### src/rtl/lsu_pkg.sv
// Shared types and constants for the byte-wide load/store unit.
package lsu_pkg;

    typedef enum logic [1:0] {IDLE, LO, HI, DONE} lsu_state_t;

    localparam int unsigned BYTE_W     = 8;
    localparam int unsigned LSU_ADDR_W = 8;
    localparam int unsigned LSU_DATA_W = 16;

endpackage

### src/rtl/load_store_unit.sv
// Sequences 8/16-bit little-endian loads/stores as one or two byte accesses on the data memory.
// Optional: define LSU_MISALIGN_CHECK_EN to reject odd-address word accesses with resp_err.
module load_store_unit
    import lsu_pkg::*;
#(
    parameter int unsigned ADDR_W = LSU_ADDR_W,
    parameter int unsigned DATA_W = LSU_DATA_W
) (
    input  logic              clk,
    input  logic              rst,
    input  logic              req_valid,
    output logic              req_ready,
    input  logic              req_we,
    input  logic              req_word,
    input  logic              req_signed,
    input  logic [ADDR_W-1:0] req_addr,
    input  logic [DATA_W-1:0] req_wdata,
    output logic              resp_valid,
    output logic [DATA_W-1:0] resp_rdata,
    output logic              resp_err,
    output logic [ADDR_W-1:0] mem_access_addr,
    output logic [7:0]        mem_write_data,
    output logic              mem_write_en,
    output logic              mem_read,
    input  logic [7:0]        mem_read_data
);

    lsu_state_t        state_q, state_d;
    logic              we_q, we_d;
    logic              word_q, word_d;
    logic              signed_q, signed_d;
    logic [ADDR_W-1:0] addr_q, addr_d;
    logic [DATA_W-1:0] wdata_q, wdata_d;
    logic [BYTE_W-1:0] lo_q, lo_d;
    logic [BYTE_W-1:0] hi_q, hi_d;
`ifdef LSU_MISALIGN_CHECK_EN
    logic              err_q, err_d;
`endif

    always_ff @(posedge clk) begin
        if (rst) begin
            state_q  <= IDLE;
            we_q     <= 1'b0;
            word_q   <= 1'b0;
            signed_q <= 1'b0;
            addr_q   <= '0;
            wdata_q  <= '0;
            lo_q     <= '0;
            hi_q     <= '0;
`ifdef LSU_MISALIGN_CHECK_EN
            err_q    <= 1'b0;
`endif
        end else begin
            state_q  <= state_d;
            we_q     <= we_d;
            word_q   <= word_d;
            signed_q <= signed_d;
            addr_q   <= addr_d;
            wdata_q  <= wdata_d;
            lo_q     <= lo_d;
            hi_q     <= hi_d;
`ifdef LSU_MISALIGN_CHECK_EN
            err_q    <= err_d;
`endif
        end
    end

    always_comb begin
        state_d  = state_q;
        we_d     = we_q;
        word_d   = word_q;
        signed_d = signed_q;
        addr_d   = addr_q;
        wdata_d  = wdata_q;
        lo_d     = lo_q;
        hi_d     = hi_q;
`ifdef LSU_MISALIGN_CHECK_EN
        err_d    = err_q;
`endif
        case (state_q)
            IDLE: begin
                if (req_valid && req_ready) begin
                    we_d     = req_we;
                    word_d   = req_word;
                    signed_d = req_signed;
                    addr_d   = req_addr;
                    wdata_d  = req_wdata;
                    state_d  = LO;
`ifdef LSU_MISALIGN_CHECK_EN
                    err_d    = req_word & req_addr[0];
                    // Misaligned word: skip the memory phases entirely.
                    if (req_word && req_addr[0]) begin
                        state_d = DONE;
                    end
`endif
                end
            end
            LO: begin
                if (!we_q) begin
                    lo_d = mem_read_data;
                end
                state_d = word_q ? HI : DONE;
            end
            HI: begin
                if (!we_q) begin
                    hi_d = mem_read_data;
                end
                state_d = DONE;
            end
            DONE:    state_d = IDLE;
            default: state_d = IDLE;
        endcase
    end

    always_comb begin
        req_ready       = (state_q == IDLE) && !rst;
        resp_valid      = 1'b0;
        resp_rdata      = '0;
        resp_err        = 1'b0;
        mem_access_addr = '0;
        mem_write_data  = '0;
        mem_write_en    = 1'b0;
        mem_read        = 1'b0;
        case (state_q)
            LO: begin
                mem_access_addr = addr_q;
                if (we_q) begin
                    mem_write_en   = 1'b1;
                    mem_write_data = wdata_q[BYTE_W-1:0];
                end else begin
                    mem_read = 1'b1;
                end
            end
            HI: begin
                // Address wraps modulo 2^ADDR_W.
                mem_access_addr = addr_q + ADDR_W'(1);
                if (we_q) begin
                    mem_write_en   = 1'b1;
                    mem_write_data = wdata_q[DATA_W-1 -: BYTE_W];
                end else begin
                    mem_read = 1'b1;
                end
            end
            DONE: begin
                resp_valid = 1'b1;
                if (!we_q) begin
                    resp_rdata = word_q ? {hi_q, lo_q}
                                        : {{BYTE_W{signed_q & lo_q[BYTE_W-1]}}, lo_q};
                end
`ifdef LSU_MISALIGN_CHECK_EN
                resp_err = err_q;
                if (err_q) begin
                    resp_rdata = '0;
                end
`endif
            end
            default: ;
        endcase
    end

endmodule
### config.mk
export PLATFORM = sky130hd
export DESIGN_NAME = load_store_unit
export DESIGN_NICKNAME = d
export VERILOG_FILES = /design/src/rtl/lsu_pkg.sv /design/src/rtl/load_store_unit.sv
export SDC_FILE = /design/constraint.sdc
export NUM_CORES = 1
export LEC_CHECK = 0
export CAP_MARGIN = 25
export CORE_UTILIZATION = 41
export DETAILED_ROUTE_END_ITERATION = 8
export DONT_BUFFER_PORTS = 1
export GPL_TIMING_DRIVEN = 0
export PLACE_DENSITY = 0.62
export SLEW_MARGIN = 20
export SYNTH_ARGS = -nofsm -noshare
export SYNTH_HDL_FRONTEND = slang
export SYNTH_SLANG_ARGS = --single-unit
### constraint.sdc
create_clock -name clk -period 1.6 [get_ports clk]
set_input_delay 0.08 -clock clk [delete_from_list [all_inputs] [get_ports clk]]
set_output_delay 0.08 -clock clk [all_outputs]
set_load 0.01 [all_outputs]
# Word-level counts from Yosys, hierarchy flattened
# Cells that the tools add are included.
# Widths: inputs -> output; s select.
[classes] order_cmp=0 n_mux=15 add_sub_neg=1 reduce_logical=8 mul=0 bitwise=2 shift=0 eq_ne=4 n_div=0
[op_table] cell="$mux 16" n=3
[op_table] cell="$pmux 8 s2" n=2
[op_table] cell="$mux 8" n=2
[op_table] cell="$add 8x1->8 const B" n=1
[op_table] cell="$pmux 2 s4" n=1
[op_table] cell="$mux 1" n=6
[op_table] cell="$reduce_and 2->1" n=3
[op_table] cell="$eq 2x2->1 const B" n=2
[op_table] cell="$eq 2x1->1 const B" n=1
[op_table] cell="$logic_and 1x1->1" n=2
[op_table] cell="$logic_not 2->1" n=1
[op_table] cell="$mux 2" n=1
[op_table] cell="$ne 2x2->1 const B" n=1
[op_table] cell="$reduce_or 2->1" n=1
[op_table] cell="$and 1x1->1" n=1
[op_table] cell="$logic_not 1->1" n=1
[op_table] cell="$not 1->1" n=1
[totals] ramBits=0 latch_bits=0 in_bits=38 out_inout_bits=37 reg_bits=45 romBits=0 n_memories=0 wordCells=38

# Logic depth before layout (Yosys ltp)
# Gate-level depths: netlist of run 1.
[depth] ltp_word=5 depth_mapped=7

# Worst setup path before layout of run 1
# No wires, ideal clock.
[synth_timing] path_kind="register to output" from="reg state_q[1]" to="out mem_access_addr[4]" setup_slack_ps=97 arrival_time_ps=1423 stages_incl_launch_ff=6 required_ps=1520 path_cell_list="dfxtp_1 -> inv_1 -> ha_1 -> clkbuf_1 -> inv_1 -> a221oi_1"
[synth_via] elab_chain_len=2 elab_cells_between_ends=3 cone_classes="eq/ne: 2; mux: 1"
[synth_lines] element="from (decl)" line_no="load_store_unit.sv:28" source="lsu_state_t state_q, state_d;"
[synth_lines] element="from (signal assigned)" line_no="load_store_unit.sv:54" source="state_q <= state_d;"
[synth_lines] element="$eq 2x2->1 or $eq 2x1->1 (tied branches)" line_no="load_store_unit.sv:124" source="case (state_q)"
[synth_lines] element="$pmux 8 s2 (*)" line_no="load_store_unit.sv:124"
[synth_lines] element="to (decl)" line_no="load_store_unit.sv:21" source="output logic [ADDR_W-1:0] mem_access_addr,"
# Every way passes the cells marked *; elsewhere a longest branch is shown, timed or not.

# Worst setup path after layout of run 1
[layout_timing] from="reg state_q[0]" to="out mem_access_addr[6]"
# Same word-level chain as after synthesis.

==> impl_metrics.csv, run 1 <==
group,metric,value,unit
run_status,run_status,"finished, violations left",
run_status,violations,"setup timing",
die,die_w,76.0,um
detailed_routing,ant_nets,0,
cts,clockBufferDepth,2,
synth,avgSynthCellArea,7.51,sq um
worst_setup_path,crit_path_start,"state_q[0]",
synth,synth-simple-area-share,29.1,%
detailed_routing,drt-total-wl,6.38,mm
synth,synth_nets,343,
worst_setup_path,slowest_stage,"dfxtp_4",
finish,drive_gt1_share,24.2,%
pwr,peakVddDrop,770,uV
sta,maxSlewHeadroom,62.5,%
sta,fin_hold_ws,0.0666,ns
worst_setup_path,cp_max_fo,4,
finish,synthToLayoutAreaGrowth,44.2,%
cts,cts_inserted_buffers,5,
grt,antenna_found_initial,0,
synth,ys_ff_latch,45,
place,port_buffers,0,
sta,clock.fmax,610,MHz
detailed_routing,vias,2207,
synth,synth_cells,299,
detailed_routing,wl_per_cell,15.0,um
die,io_pins,75,
synth,synthMuxAreaShare,0.947,%
sta,worst_pin_slew,0.563,ns
synth,synthAdderAreaFrac,3.34,%
place,gp_congestion,0.828,
worst_setup_path,crit_type,"reg2out",
worst_setup_path,timing.rr.end,"addr_q[4]",
synth,synth_xor_area_share,0,%
place,hpwlAfterDp,3.91,mm
cts,clk_latency,0.30,ns
sta,fin_ws,-0.0404,ns
sta,fin_setup_tns,-0.0889,ns
grt,grt_pass1_wl,9.97,mm
sta,grt_setup_unrepaired,"yes",
detailed_routing,drt_iter0_drc,101,
synth,ys_seq_area_share,40.1,%
worst_hold_path,min_to,"state_q[0]",
cts,h-tree-depth,2,
finish,seq_area,921,sq um
finish,multi_input_area,0.00146,sq mm
cts,clk_pin_slew,0.08,ns
worst_setup_path,arrival,1.56,ns
sta,layout_min_cycle_time,1.64,ns
worst_setup_path,critical_path_required,1.52,ns
sta,hold_violations,0,
pwr,total_leakage_power,1.14,nW
die,die_area,0.00578,sq mm
worst_setup_path,path_delay_family,"simple AND/OR/NAND/NOR gates",
die,fp.dieH,76.0,um
cts,cts.sinks,45,
worst_setup_path,critical_path.cell_chain,"inv_6 -> ha_4 -> nand4_1 -> or3_4 -> a31oi_4",
worst_hold_path,hp-start,"req_valid",
finish,fin_nets,399,
worst_setup_path,r2r-start,"state_q[1]",
worst_setup_path,endpoint_kind,"output port",
grt,grtUsageTotal,21.6,%
cts,tritoncts,"built",
grt,grt_pass1_vias,2048,
die,start_util,43.1,%
synth,yosys.cell_types.count,37,
run,cap_violations,0,
worst_hold_path,hold_class,"in2reg",
worst_setup_path,max_stage_delay,0.38,ns
worst_setup_path,r2r_cells,7,
finish,n_fill_cell,475,
sta,fin_crit_sh,103,%
worst_hold_path,hold_depth,2,
die,fp.coreArea,0.00520,sq mm
synth,synth_compound_area_share,19.2,%
synth,synth_top_family_by_area,"simple AND/OR/NAND/NOR gates",
die,rows,26,
pwr,power_density,1400,mW/mm^2
detailed_routing,drc_errors,0,
detailed_routing,dr.pass1.iters,4,
finish,insertedDiodeCount,0,
worst_setup_path,path_buf_inv,1,
worst_setup_path,critPathLaunchType,"register",
grt,grt_max_degree,13,
detailed_routing,vias_per_cell,5.18,
pwr,p_total,4.53,mW
synth,yosysWarnings,0,
worst_setup_path,rrSetupSlack,0.11,ns
grt,overflow,0,
synth,mappedNetlistArea,0.00225,sq mm
cts,root_buffer,"clkbuf_8",
sta,setup_violations,5,
sta,finalMaxSlewViolations,0,
sta,final.setup_skew,0.00403,ns
[cell type report]
type / instances / share of cell area, %
Inverter: 13 / 1.74
Tap cell: 70 / 2.70
Multi-Input combinational cell: 220 / 45.1
Clock buffer: 8 / 2.47
Buffer: 21 / 4.37
Sequential cell: 45 / 28.4
Timing Repair Buffer: 49 / 15.1
[Yosys cell counts]
cell type	n	area (sq um)
or3_1	1	6.26
a221oi_1	2	17.5
clkbuf_1	4	15.0
buf_4	3	22.5
clkbuf_2	1	5.00
inv_1	13	48.8
nand3b_1	3	22.5
nand4_1	2	12.5
ha_1	6	75.1
nand2b_1	27	169
a31oi_1	1	6.26
o211ai_1	2	15.0
nand2_1	66	248
o21ai_1	23	115
a21oi_1	26	130
o2111ai_1	1	8.76
mux2i_1	1	10.0
nor2b_2	1	8.76
or2_0	1	6.26
a22oi_1	9	67.6
or2b_1	2	15.0
o21a_1	2	15.0
o31ai_1	1	7.51
and2_1	8	50.1
nor2b_1	5	31.3
dfxtp_1	45	901
nor2_1	12	45.0
and3b_1	1	8.76
buf_2	14	70.1
nand3_1	4	20.0
a21o_1	1	7.51
mux2_2	1	11.3
nor3_1	2	10.0
conb_1	1	3.75
o31a_1	1	8.76
o21ai_0	5	25.0
o22ai_1	1	6.26
[power breakdown]
| part | internal, mW | switching [mW] | leakage [nW] |
|---|---|---|---|
| Sequential | 1.39 | 0.232 | 0.372 |
| Clock | 0.311 | 0.366 | 0.0395 |
| Combinational | 1.00 | 1.22 | 0.727 |
| Total | 2.71 | 1.82 | 1.14 |
[repair_timing]
action,CTS,global route
gates cloned,1,2
gates resized for setup,56,26
endpoints found under the hold margin,43,0
pin swaps,4,7
buffers inserted,4,8
endpoints found under the setup margin,34,23
hold buffers,35,0
[through the flow]
step / cell area (sq um) / instances / utilization [%] / setup WS (ns)
2_1_floorplan: 2250 / 299 / - / 0.0972
3_3_place_gp: 2330 / 369 / 44.8 / -0.186
6_report: 3240 / 426 / 62.2 / -0.0404
3_5_place_dp: 2330 / 369 / 44.8 / -0.173
4_1_cts: 3010 / 416 / 57.9 / -0.0267
5_1_grt: 3240 / 426 / 62.2 / -0.0975
[worst register-to-register path, cell delays in order, from the launching register on]
cell and delay, ns:
dfxtp_4 0.38, inv_4 0.09, ha_4 0.13, and3b_1 0.16
buf_2 0.20, buf_2 0.26, nand2_1 0.12, o31ai_1 0.08
[registers in the layout, indices dropped and copies added, names as in the netlist]
signal,flops
wdata_q,16
addr_q,8
hi_q,8
lo_q,8
state_q,2
signed_q,1
we_q,1
word_q,1
[worst max path at each step]
| stage | to | cells after the start |
|---|---|---|
| after floorplan | mem_access_addr[4] | 5 |
| after global placement | mem_access_addr[4] | 5 |
| after detailed placement | mem_write_data[7] | 5 |
| after CTS | mem_access_addr[6] | 5 |
| after global routing | mem_access_addr[6] | 5 |
| final | mem_access_addr[6] | 5 |
[cells by family (layout without fill, tap and decap cells)]
| group | Yosys count | count (layout) |
|---|---|---|
| other | 1 | 1 |
| AO/OA/AOI/OAI | 75 | 75 |
| adder cells (fa/ha/maj) | 6 | 6 |
| buffers and inverters | 35 | 91 |
| flip-flops | 45 | 45 |
| multiplexers | 2 | 2 |
| AND/OR/NAND/NOR | 135 | 136 |
[placed cells by master, fill, tap and decap left out, types with 5 or more instances in the layout]
cell type      count
a21oi_1           16
a21oi_2            5
a21oi_4            5
a22oi_2            8
and2_1             8
buf_2             12
buf_4             13
clkbuf_1           5
clkbuf_8           5
dfxtp_1           39
dfxtp_4            5
dlygate4sd3_1     35
inv_1             11
nand2_1           64
nand2b_1          27
nor2_2             7
nor2b_1            5
o21ai_1           24
[per-layer routing]
metal	vias to the layer above	GRT usage (%)	routed length, um
met3	12	5.63	233
met2	48	34.9	3100
li1	1099	-	-
met1	1048	27.7	2910
met5	-	0	0
met4	0	7.69	131
Note: power is estimated with default switching activity, not from simulation.
==> inputs of run 2 (changes only) <==
--- a/config.mk
+++ b/config.mk
@@ -10,7 +10,8 @@
 export DETAILED_ROUTE_END_ITERATION = 8
 export DONT_BUFFER_PORTS = 1
 export GPL_TIMING_DRIVEN = 0
-export PLACE_DENSITY = 0.62
+export MAX_ROUTING_LAYER = met4
+export PLACE_DENSITY = 0.64
 export SLEW_MARGIN = 20
 export SYNTH_ARGS = -nofsm -noshare
 export SYNTH_HDL_FRONTEND = slang
==> constraint.sdc (replaced) <==
create_clock -name clk -period 1.3 [get_ports clk]
set_input_delay 0.065 -clock clk [delete_from_list [all_inputs] [get_ports clk]]
set_output_delay 0.065 -clock clk [all_outputs]
set_load 0.01 [all_outputs]
==> run 2 against run 1 <==
  * The run still ends with setup timing left
  * Clock power rose by 64%
  * Routed wire length increased by 8.3%
  * Cell count rose by 0.47%
  * Critical endpoint unchanged
  * Via count is 3.2% higher
==> impl_metrics.csv, run 2 (synthesis results as in run 1) <==
group,metric,value,unit
run,cap_violations,0,
die,fp.coreArea,0.00520,sq mm
detailed_routing,drt-total-wl,6.91,mm
detailed_routing,dr_wl_met3,328,um
cts,h-tree-depth,2,
cts,clk_latency,0.30,ns
cts,tritoncts,"built",
die,rows,26,
detailed_routing,vias,2277,
detailed_routing,wl_met1,2.92,mm
pwr,p_total,6.33,mW
sta,clock.fmax,598,MHz
detailed_routing,dr.pass1.iters,4,
sta,finalMaxSlewViolations,0,
grt,grtUsageTotal,23.6,%
sta,fin_ws,-0.372,ns
die,io_pins,75,
pwr,p_sw,2.48,mW
grt,grt_pass1_wl,10.5,mm
pwr,cellInternalPower,3.85,mW
finish,layout_common_cells,"51 x nand2_1, 39 x dfxtp_1, 35 x dlygate4sd3_1, 27 x nand2b_1, 23 x o21ai_1",
sta,fin_crit_sh,129,%
detailed_routing,wl_per_cell,16.1,um
finish,insertedDiodeCount,0,
cts,clk_pin_slew,0.09,ns
detailed_routing,dr_wl_met2,3.49,mm
place,hpwlAfterDp,3.93,mm
worst_hold_path,hold_class,"in2reg",
detailed_routing,vias_per_cell,5.32,
finish,synthToLayoutAreaGrowth,55.1,%
sta,fin_hold_ws,0.0475,ns
place,port_buffers,0,
grt,overflow,0,
sta,setup_violations,72,
place,gp_congestion,0.813,
pwr,power_density,1820,mW/mm^2
grt,antenna_found_initial,0,
cts,root_buffer,"clkbuf_8",
cts,cts_inserted_buffers,5,
detailed_routing,drt_iter0_drc,110,
finish,largest-register,"wdata_q",
sta,fin_setup_tns,-11.10,ns
detailed_routing,ant_nets,0,
die,die_w,76.0,um
sta,hold_violations,0,
detailed_routing,drc_errors,0,
sta,worst_pin_slew,0.639,ns
grt,grt_max_degree,14,
run_status,violations,"setup timing",
cts,clockBufferDepth,2,
pwr,peakVddDrop,881,uV
die,fp.dieH,76.0,um
finish,fin_nets,401,
finish,drive_gt1_share,31.0,%
finish,n_fill_cell,409,
sta,final.setup_skew,0.00705,ns
worst_setup_path,cp_max_fo,5,
sta,maxSlewHeadroom,57.4,%
finish,layout_commonest_cell,"nand2_1",
worst_setup_path,arrival,1.61,ns
pwr,swShare,39.1,%
pwr,total_leakage_power,1.22,nW
place,dp_slack,-0.307,ns
finish,largest_reg_flops,16,
pwr,comb_power_share,50.9,%
finish,instances_no_fill,428,
pwr,clockPowerShare,17.6,%
die,die_area,0.00578,sq mm
place,placedCellCount,369,
worst_setup_path,critical_path_required,1.24,ns
finish,multi_input_area,0.00153,sq mm
sta,layout_min_cycle_time,1.67,ns
worst_setup_path,endpoint_kind,"output port",
cts,cts.sinks,45,
die,start_util,43.1,%
detailed_routing,dr.max_layer_used,"met4",
run_status,run_status,"finished, violations left",
grt,grt_pass1_vias,2186,
worst_setup_path,crit_type,"reg2out",
pwr,p_seq_share,31.5,%
finish,seq_area,913,sq um
sta,grt_setup_unrepaired,"yes",
worst_setup_path,critPathLaunchType,"register",
run 2: changes by cell type in the layout (fill, tap and decap cells not counted), sizes merged:
| cell | change |
|---|---|
| buf | +2 |
| nor2b | -1 |
| nand2 | +1 |
| clkbuf | -1 |
| bufinv | +1 |
run 2: power groups by stage:
stage          Combinational, mW  Clock, mW  Sequential, mW
2_1_floorplan               1.36          0            1.88
3_3_place_gp                1.68          0            1.93
3_5_place_dp                1.71          0            1.95
4_1_cts                     2.54       1.13            1.96
5_1_grt                     3.45       1.19            2.03
6_report                    3.22       1.11            1.99
run 2: final timing paths:
| path | startpoint | to | slack (ns) | cells after the start |
|---|---|---|---|---|
| worst min-delay path | req_valid | state_q[0] | 0.05 | 2 |
| worst min register to register | lo_q[4] | lo_q[4] | 0.45 | 2 |
| worst max register to register | state_q[1] | lo_q[3] | -0.11 | 7 |
| worst max-delay path | addr_q[1] | mem_access_addr[6] | -0.37 | 4 |
run 2: repair_timing:
item                                   CTS  global route
buffers inserted                         9             3
endpoints found under the hold margin   43             0
pin swaps                               15             8
hold buffers                            35             0
setup endpoints to repair               78            78
cloned                                   0             6
resized for setup                       82            45
run 2: final cells by class:
class	count	area share, %
repair buffers	52	16.3
clock inverters	1	0.862
well taps	70	2.51
plain buffers	20	5.93
multi-input cells	220	44.0
flip-flops and latches	45	26.2
inverters	13	1.69
clock buffers	7	2.48
run 2: metal layers:
layer  track usage [%]  vias to the layer above
li1                  -                     1104
met1              28.0                     1084
met2              39.1                       75
met3              4.79                       14
met4              9.42                        0
met5                 -                        -
run 2: critical path: stages (launching register included):
cell and delay (ns):
dfxtp_2 0.40, ha_1 0.25, nand4_1 0.14, or3_4 0.36
a31oi_4 0.16
run 2: stage by stage:
step	cell area, sq um	util [%]
finish	3480	66.9
global route	3480	66.9
CTS	3220	61.9
detailed placement	2360	45.3
global placement	2360	45.3
floorplan	2270	-
==> inputs of run 3 (changes only) <==
--- a/config.mk
+++ b/config.mk
@@ -6,6 +6,7 @@
 export NUM_CORES = 1
 export LEC_CHECK = 0
 export CAP_MARGIN = 25
+export CORE_MARGIN = 4
 export CORE_UTILIZATION = 41
 export DETAILED_ROUTE_END_ITERATION = 8
 export DONT_BUFFER_PORTS = 1
==> constraint.sdc (replaced) <==
create_clock -name clk -period 1.3 [get_ports clk]
set_input_delay 0.195 -clock clk [delete_from_list [all_inputs] [get_ports clk]]
set_output_delay 0.195 -clock clk [all_outputs]
set_load 0.01 [all_outputs]
==> run 3 against run 2 <==
  * The flow still finishes with violations (setup timing)
  * Clock skew is 0.0030 ns lower
  * Total power increased by 2.0%
  * Critical path depth rose by 1
  * First-iteration DRC count rose by 12%
  * Via count is 5.1% lower
  * Design area down 4.4%
  * Global-route usage decreased by 3.9 points
  * Routed wire length shrank 0.56%
  * Critical endpoint is now mem_read
  * Largest cell class unchanged
==> impl_metrics.csv, run 3 (synthesis results as in run 1) <==
group,metric,value,unit
finish,drive_gt1_share,43.5,%
die,fp.coreArea,0.00520,sq mm
cts,clk_pin_slew,0.09,ns
cts,cts_inserted_buffers,5,
worst_setup_path,critical_path_required,1.11,ns
finish,layout_common_cells,"38 x dfxtp_1, 35 x nand2_1, 27 x nand2b_1, 25 x nand2_2, 16 x o21ai_1",
sta,fin_ws,-0.491,ns
sta,final.setup_skew,0.00409,ns
grt,grt_max_degree,15,
grt,grt_pass1_wl,9.86,mm
detailed_routing,drc_errors,0,
worst_setup_path,rrSetupSlack,-0.09,ns
detailed_routing,vias_per_cell,5.33,
sta,setup_violations,56,
finish,layout_commonest_cell,"dfxtp_1",
cts,clk_latency,0.30,ns
sta,finalMaxSlewViolations,0,
worst_setup_path,cp_max_fo,7,
die,start_util,43.1,%
grt,grt_pass1_vias,1996,
sta,grt_setup_unrepaired,"yes",
grt,grtUsageTotal,19.7,%
run,cap_violations,0,
worst_hold_path,hold_class,"in2reg",
detailed_routing,ant_nets,0,
die,die_area,0.00673,sq mm
finish,insertedDiodeCount,0,
pwr,total_leakage_power,1.16,nW
cts,cts.sinks,45,
worst_setup_path,critPathLaunchType,"register",
cts,root_buffer,"clkbuf_8",
finish,synthToLayoutAreaGrowth,48.2,%
run_status,violations,"setup timing",
die,rows,26,
pwr,p_total,6.45,mW
grt,antenna_found_initial,0,
grt,overflow,0,
finish,fin_nets,379,
finish,instances_no_fill,406,
die,die_w,82.0,um
finish,seq_area,917,sq um
cts,tritoncts,"built",
finish,largest-register,"wdata_q",
pwr,power_density,1940,mW/mm^2
sta,clock.fmax,558,MHz
worst_setup_path,crit_type,"reg2out",
detailed_routing,drt_iter0_drc,123,
finish,multi_input_area,0.00167,sq mm
cts,clockBufferDepth,2,
worst_setup_path,endpoint_kind,"output port",
place,hpwlAfterDp,4.21,mm
sta,layout_min_cycle_time,1.79,ns
pwr,peakVddDrop,976,uV
sta,hold_violations,0,
sta,fin_crit_sh,138,%
detailed_routing,vias,2162,
finish,largest_reg_flops,16,
die,io_pins,75,
worst_setup_path,arrival,1.60,ns
detailed_routing,wl_per_cell,16.9,um
die,fp.dieH,82.0,um
cts,h-tree-depth,2,
sta,worst_pin_slew,0.652,ns
place,placedCellCount,369,
detailed_routing,dr.pass1.iters,4,
place,gp_congestion,0.871,
run_status,run_status,"finished, violations left",
finish,n_fill_cell,448,
detailed_routing,drt-total-wl,6.87,mm
sta,maxSlewHeadroom,56.5,%
place,port_buffers,0,
[run 3: cell count changes in the layout (fill, tap and decap cells not counted), moves of 4 or more]
cell,before,now
dlygate4sd3_1,35,10
nand2_1,51,35
nand2_2,12,25
a21oi_2,4,13
nor2_2,9,0
nor2_4,1,10
o21ai_1,23,16
o21ai_2,2,8
a21oi_4,8,3
a21oi_1,14,10
[run 3: stage by stage]
step	util [%]	setup WS [ns]	area [sq um]	setup TNS (ns)	hold slack, ns
6_report	64.0	-0.491	3330	-13.49	0.00889
5_1_grt	64.0	-0.559	3330	-17.18	-0.00182
4_1_cts	54.7	-0.491	2850	-13.81	0.000687
3_5_place_dp	48.1	-0.259	2510	-7.33	0.317
3_3_place_gp	48.1	-0.260	2510	-7.09	0.310
2_1_floorplan	-	-0.0827	2420	-0.339	0.303
[run 3: routing by layer]
layer	GRT usage, %	vias up	part of all wire [%]
li1	-	1060	-
met1	26.1	996	43
met2	30.6	95	49
met3	4.06	11	7.6
met4	4.98	0	1.2
met5	-	-	0
[run 3: cell type report]
type / count / area share, %
clock inverter: 2 / 1.16
clock buffer: 6 / 2.18
multi-input combinational: 221 / 50.1
tap: 70 / 2.63
buffer: 19 / 5.41
sequential: 45 / 27.5
inverter: 13 / 1.88
timing repair buffer: 30 / 9.06
[run 3: repair_timing]
item | 4_1_cts | 5_1_grt
resized for setup | 38 | 95
hold endpoints to repair | 0 | 10
pin swaps | 9 | 38
setup buffers | 6 | 9
endpoints found under the setup margin | 71 | 78
gates cloned | 3 | 4
hold buffers | 0 | 10
[run 3: critical path, cell delays in order, from the launching register on]
cell and delay (ns):
dfxtp_4 0.40, inv_4 0.05, ha_4 0.33, clkinvlp_4 0.20
buf_4 0.20, nor2_4 0.11
[run 3: path summary, 6_finish.rpt]
kind	startpoint	end	cells after the start
max	state_q[1]	mem_read	5
min	req_addr[1]	addr_q[1]	2
max reg2reg	state_q[0]	wdata_q[13]	6
min reg2reg	lo_q[2]	lo_q[2]	2
[run 3: where the power goes]
| group | total [mW] | switching (mW) | leakage, nW | internal, mW |
|---|---|---|---|---|
| combinational | 3.36 | 1.81 | 0.731 | 1.55 |
| sequential | 2.02 | 0.301 | 0.372 | 1.72 |
| clock | 1.07 | 0.496 | 0.0554 | 0.578 |
